`config.mk`:
```
export PLATFORM = sky130hd
export DESIGN_NAME = control_unit
export DESIGN_NICKNAME = d
export VERILOG_FILES = /design/src/rtl/control_unit.sv
export SDC_FILE = /design/constraint.sdc
export NUM_CORES = 1
export LEC_CHECK = 0
export CAP_MARGIN = 20
export CORE_ASPECT_RATIO = 0.8
export CORE_MARGIN = 4
export CORE_UTILIZATION = 47
export CTS_CLUSTER_SIZE = 10
export DETAILED_ROUTE_END_ITERATION = 16
export GPL_TIMING_DRIVEN = 0
export PLACE_DENSITY_LB_ADDON = 0.05
export RECOVER_POWER = 50
export SLEW_MARGIN = 20
export SYNTH_ARGS = -nofsm -noshare
export SYNTH_HDL_FRONTEND = slang
export SYNTH_SLANG_ARGS = --single-unit
```
`constraint.sdc`:
```
create_clock -name clk -period 4.3 [get_ports clk]
set_input_delay 0.86 -clock clk [delete_from_list [all_inputs] [get_ports clk]]
set_output_delay 0.86 -clock clk [all_outputs]
set_load 0.02 [all_outputs]
```
`src/rtl/control_unit.sv`:
```
// control_unit
// Fetch/decode/sequencing FSM for the 8-bit processor. Owns PC, IR, the
// accumulator and the latched flag register, and issues operations to the ALU.
//
// Ports:
//   clk, rst_n             system clock (rising edge), async active-low reset
//   pm_addr, pm_rd         program ROM address and read strobe
//   pm_data                ROM data, valid the cycle after pm_rd
//   rf_addr, rf_rdata      register-file index and combinational read data
//   rf_we, rf_wdata        register-file write strobe and data (always acu)
//   acu                    accumulator (ALU acu operand)
//   alu_instruction_code   ALU operation select, IDLE_CODE outside EXEC
//   alu_data, alu_flag_*   registered ALU result and flags
//   flags                  latched {s,p,cy,z}
//   halted                 high while in HALT
//
// state      | meaning
// -----------+-----------------------------------------------------------
// FETCH      | present PC to the ROM with pm_rd
// DECODE     | latch IR, advance PC, latch rf_addr, dispatch on opcode
// EXEC       | drive the ALU code for exactly one cycle
// WAIT       | ALU computing; code back to idle
// WB         | acu <= alu_data, flags latched
// LOAD       | acu <= R[n]
// STORE      | one-cycle register-file write of acu
// ARG_FETCH  | read the jump target byte at PC
// ARG_LOAD   | PC <= target if taken, otherwise step over the target byte
// HALT       | all strobes idle until reset

module control_unit #(
    parameter int         PC_W      = 8,
    parameter logic [3:0] IDLE_CODE = 4'hF
) (
    input  logic            clk,
    input  logic            rst_n,
    output logic [PC_W-1:0] pm_addr,
    output logic            pm_rd,
    input  logic [7:0]      pm_data,
    output logic [3:0]      rf_addr,
    input  logic [7:0]      rf_rdata,
    output logic            rf_we,
    output logic [7:0]      rf_wdata,
    output logic [7:0]      acu,
    output logic [3:0]      alu_instruction_code,
    input  logic [7:0]      alu_data,
    input  logic            alu_flag_z,
    input  logic            alu_flag_cy,
    input  logic            alu_flag_p,
    input  logic            alu_flag_s,
    output logic [3:0]      flags,
    output logic            halted
);

    typedef enum logic [3:0] {
        S_FETCH,
        S_DECODE,
        S_EXEC,
        S_WAIT,
        S_WB,
        S_LOAD,
        S_STORE,
        S_ARG_FETCH,
        S_ARG_LOAD,
        S_HALT
    } state_t;

    localparam logic [3:0] OP_LD  = 4'hA;
    localparam logic [3:0] OP_ST  = 4'hB;
    localparam logic [3:0] OP_JZ  = 4'hC;
    localparam logic [3:0] OP_JC  = 4'hD;
    localparam logic [3:0] OP_JMP = 4'hE;

    state_t          state;
    state_t          state_nxt;
    logic [PC_W-1:0] pc;
    logic [7:0]      ir;
    logic            jump_taken;

    // flags is {s,p,cy,z}
    assign jump_taken = (ir[7:4] == OP_JMP)
                     || ((ir[7:4] == OP_JZ) && flags[0])
                     || ((ir[7:4] == OP_JC) && flags[1]);

    always_ff @(posedge clk or negedge rst_n) begin
        if (!rst_n) begin
            state <= S_FETCH;
        end else begin
            state <= state_nxt;
        end
    end

    always_ff @(posedge clk or negedge rst_n) begin
        if (!rst_n) begin
            pc      <= '0;
            ir      <= '0;
            acu     <= '0;
            flags   <= '0;
            rf_addr <= '0;
        end else begin
            case (state)
                S_DECODE: begin
                    ir      <= pm_data;
                    pc      <= pc + PC_W'(1);
                    rf_addr <= pm_data[3:0];
                end
                S_WB: begin
                    acu   <= alu_data;
                    flags <= {alu_flag_s, alu_flag_p, alu_flag_cy, alu_flag_z};
                end
                S_LOAD: begin
                    acu <= rf_rdata;
                end
                S_ARG_LOAD: begin
                    if (jump_taken) begin
                        pc <= PC_W'(pm_data);
                    end else begin
                        pc <= pc + PC_W'(1);
                    end
                end
                default: begin
                end
            endcase
        end
    end

    always_comb begin
        state_nxt            = state;
        pm_rd                = 1'b0;
        rf_we                = 1'b0;
        alu_instruction_code = IDLE_CODE;
        halted               = 1'b0;
        case (state)
            S_FETCH: begin
                // Gated by rst_n so the read strobe is quiet while reset is held.
                pm_rd     = rst_n;
                state_nxt = S_DECODE;
            end
            S_DECODE: begin
                if (pm_data[7:4] <= 4'h9) begin
                    state_nxt = S_EXEC;
                end else if (pm_data[7:4] == OP_LD) begin
                    state_nxt = S_LOAD;
                end else if (pm_data[7:4] == OP_ST) begin
                    state_nxt = S_STORE;
                end else if (pm_data[7:4] != 4'hF) begin
                    state_nxt = S_ARG_FETCH;
                end else if (pm_data[3:0] == 4'h0) begin
                    state_nxt = S_FETCH;
                end else begin
                    state_nxt = S_HALT;
                end
            end
            S_EXEC: begin
                alu_instruction_code = ir[7:4];
                state_nxt            = S_WAIT;
            end
            S_WAIT: begin
                state_nxt = S_WB;
            end
            S_WB: begin
                state_nxt = S_FETCH;
            end
            S_LOAD: begin
                state_nxt = S_FETCH;
            end
            S_STORE: begin
                rf_we     = 1'b1;
                state_nxt = S_FETCH;
            end
            S_ARG_FETCH: begin
                pm_rd     = 1'b1;
                state_nxt = S_ARG_LOAD;
            end
            S_ARG_LOAD: begin
                state_nxt = S_FETCH;
            end
            S_HALT: begin
                halted = 1'b1;
            end
            default: begin
                state_nxt = S_FETCH;
            end
        endcase
    end

    assign pm_addr  = pc;
    assign rf_wdata = acu;

endmodule

```
### Word-level counts from Yosys, hierarchy flattened

Index checks and enable logic that the tools add are counted.
Widths: inputs -> output; s select.

* equality and inequality tests: 15
* add/subtract/negate cells: 1
* order comparisons: 1
* reductions and logical operators: 8
* multiplexer cells: 13

Operators with widths (count)
* $pmux 8 s2: 2
* $eq 4x4->1 const B: 7
* $mux 4: 6
* $pmux 4 s6: 1
* $eq 4x3->1 const B: 4
* $add 8x1->8 const B: 1
* $eq 4x2->1 const B: 2
* $logic_not 4->1: 2
* $mux 8: 1
* $eq 4x1->1 const B: 1
* $le 4x4->1 const B: 1
* $ne 4x4->1 const B: 1
* $reduce_bool 2->1: 2
* $logic_and 1x1->1: 2
* $logic_or 1x1->1: 2
* $mux 1: 2
* $pmux 1 s2: 1

* logic and storage cells: 44
* flip-flop bits (word level): 36
* input bits: 30

### Depth between registers and ports, before layout

* depth in word-level cells: 7
* mapped depth: 6

### Worst setup path after synthesis

OpenSTA, ideal clock, no wires.

* kind: input-to-output
* start: in rst_n
* end: out pm_rd
* data arrival time: 1.373 ns
* path buffers: 0
* setup slack: 2.067 ns
* cell stages on the path: 3
* path through: nor3b_1 a31oi_1 nor2_1

* cells in the longest elaborated chain, start to end: 1

Ends and longest elaborated chain
* start, declared: RTL line 35 `input logic rst_n,`
* $pmux 1 s2: RTL line 132 `case (state)`
* end, declared: RTL line 37 `output logic pm_rd,`

Every way passes these cells.

### Final worst setup path

Ends and elaborated chain as after synthesis.

==> impl_metrics.yaml <==
yosys:
  synth.distinct_cells: 39
  synth-edff-count: 0
  synthArstFlopShare: 1.00
  synthesis.yosys.warnings: 0
  synth-seq-cells: 32
  synthesis.instances: 175
  synth-seq-area-share: 0.459
  synthFlopType: "dfrtp_1"
  syn_area_sq_um: 1740
  synthesis.area_per_instance_sq_um: 9.97
  synth_nets: 206
cts:
  cts_tree: "built"
  total_cts_buffers: 5
  worst_skew_pair.late_latency_ps: 290
  cts_root_buffer: "clkbuf_8"
  post_cts.repair.setup_buffers: 0
  cts.sinks: 32
  cts_max_level: 2
  cts-root-to-sink-buffers: 2
  cts-resized-gates: 0
  clk_pin_slew_worst_paths_ps: 70
  cts.hold.buffers_added: 0
critical_path:
  timing.critical_path.to_type: "output port"
  worstReg2RegEnd: "pm_addr[5]"
  path_depth: 5
  critical_path.slowest_cell: "clkdlybuf4s50_1"
  timing.critical_path.buf_inv: 2
  timing_worst_setup_path_type: "input port to output port"
  worst_r2r_setup_slack_ps: 2110
  worstSetupStartpointType: "input port"
  timing.critical_path.cells: "buf_2, nor3b_1, a31oi_1, nor2_1, clkdlybuf4s50_1"
  worst_ep_required_time_ps: 3440
  timing.critical_path.arrival_ps: 2530
  crit-reg2reg-launch: "state[3]"
  worst_r2r_path_cells: 5
  worst-path-max-fanout: 33
  crit_path_end: "pm_rd"
  crit_path_start: "rst_n"
  crit_family: "buffers and inverters"
  critical-path-max-stage-delay_ps: 620
detailed_routing:
  totalWireLength_um: 4680
  total_via_count_in_the_routed_design: 1629
  route.detailed.vias_per_inst: 5.56
  drc_errors: 0
  routedWlPerCell_um: 16.0
  drt_pass1_iterations: 4
  drt_first_iter_violations: 115
  drtAntennaViolNets: 0
timing:
  finalSetupTns_ps: 0
  timing.clock.skew_ps: 7.53
  setup-violations-final: 0
  count_of_final_hold_check_violations: 0
  setup_repair_after_global_routing_missed_its_margin: "false"
  finalMaxSlewViolations: 0
  worstMarginPinSlew_ps: 1060
  finalHoldWorstSlack_ps: 508
  final.period_utilization: 0.788
  maxSlewHeadroom: 0.285
  max_freq_ghz: 0.295
  final_critical_path_required_period_ps: 3390
global_routing:
  grtUsageTotal: 0.201
  grt_max_degree: 34
  gr-total-overflow: 0
  global_route_wire_length_before_repair_um: 7820
  number_of_antenna_violations_at_the_first_check_in_global_routing: 0
  grt_pass1_vias: 1650
run_status:
  run_status: "finished clean"
worst_hold_path:
  hold_path.class: "flip-flop to flip-flop"
final_layout:
  final_nets: 281
  finish.cell_count_without_fillers: 293
  final_core_util: 0.732
  area_growth_syn_to_layout_pct: 46.7
  share_of_layout_cells_above_drive_strength_1: 0.155
  diodes: 0
floorplanning:
  floorplan.die_area_sq_um: 4760
  std_cell_rows: 19
  die_height_um: 62.5
  initial_core_util: 0.499
  core_sq_um: 3490
  chipWidth_um: 76.1
  ios: 69
place:
  hpwlAfterDp_um: 3450
  gp_routability_congestion: 0.798
  place.port_buffers: 68
  place.detailed.instances: 285
pwr:
  total_power_w: 0.00186
  ir_drop_mv: 0.467
  power_density_nw_per_um2: 726
  static-leakage-power_nw: 1.05
run:
  max-cap-violations: 0
flip-flops by register name, indices dropped and copies added (netlist names):
name and cells:
state 4, acu 8, flags 4, pm_addr 8, rf_addr 3, ir 5
synth_stat cells (all sizes together), types with 2 or more instances:
master | number | area (sq um)
nor2 | 17 | 63.8
nand2b | 7 | 43.8
nor4 | 3 | 18.8
nand4 | 4 | 25.0
and3 | 2 | 12.5
mux2 | 12 | 135
nor3 | 11 | 55.1
a21oi | 10 | 50.1
nand2 | 8 | 30.0
nor3b | 2 | 15.0
a31oi | 2 | 12.5
clkbuf | 3 | 11.3
buf | 19 | 136
a211oi | 2 | 20.0
nand3 | 7 | 35.0
mux2i | 10 | 100
xnor2 | 2 | 17.5
o22ai | 4 | 25.0
nor2b | 2 | 12.5
dfrtp | 32 | 801
worst min-delay path by stage:
stage,start,to,slack [ps],depth (start not counted)
2_1_floorplan,rf_addr[0],rf_addr[0],480,1
3_3_place_gp,flags[2],flags[2],490,1
3_5_place_dp,flags[2],flags[2],490,1
4_1_cts,flags[2],flags[2],510,1
5_1_grt,rf_addr[0],rf_addr[0],530,1
6_report,flags[2],flags[2],510,1
power breakdown:
group	internal [W]	switching (W)	total (W)	leakage (nW)
sequential	0.000432	0.000101	0.000533	0.375
clock	0.000128	0.000110	0.000238	0.0510
combinational	0.000554	0.000533	0.00109	0.627
total	0.00111	0.000745	0.00186	1.05
per-layer routing:
| metal | GRT usage | vias up | wire [um] |
|---|---|---|---|
| met2 | 0.322 | 85 | 2180 |
| met3 | 0.0461 | 12 | 322 |
| met1 | 0.259 | 766 | 2070 |
| met5 | 0 | - | 0 |
| met4 | 0.0873 | 0 | 104 |
| li1 | - | 766 | - |
layout make-up:
class / instances / area [sq um]
clock buffer: 6 / 82.6
inverter: 1 / 3.75
sequential: 32 / 801
timing repair buffer: 68 / 676
tap: 42 / 52.6
multi-input combinational: 120 / 792
buffer: 22 / 141
fill: 258 / 936
clock inverter: 2 / 10.0
cells in the final DEF (no fill, tap or decap), types with 2 or more instances in the layout:
cell	n
a21oi_1	10
a31oi_1	2
and3_1	2
buf_2	3
buf_4	13
clkbuf_1	6
clkbuf_8	6
clkdlybuf4s50_1	66
clkinv_2	2
dfrtp_1	32
mux2_2	12
mux2i_1	10
nand2_1	8
nand2b_1	7
nand3_1	7
nand4_1	4
nor2_1	17
nor2b_1	2
nor3_1	11
nor3b_1	2
nor4_1	3
o22ai_1	4
xnor2_1	2
stage by stage:
stage / worst slack (ps) / area [sq um]
after floorplan: 2070 / 1740
after global placement: 19.9 / 2480
after detailed placement: 894 / 2470
after CTS: 880 / 2560
after global routing: 731 / 2560
final: 914 / 2560
logic make-up after synthesis:
| kind of cell | share of synthesized area |
|---|---|
| DFF | 0.459 |
| adders and majority gates | 0.00717 |
| xor gates and xnor gates | 0.0100 |
| AOI/OAI and AO/OA | 0.103 |
| buffers and inverters | 0.0868 |
| muxes | 0.135 |
| and+or+nand+nor | 0.199 |
(Power assumes the default switching activity.)
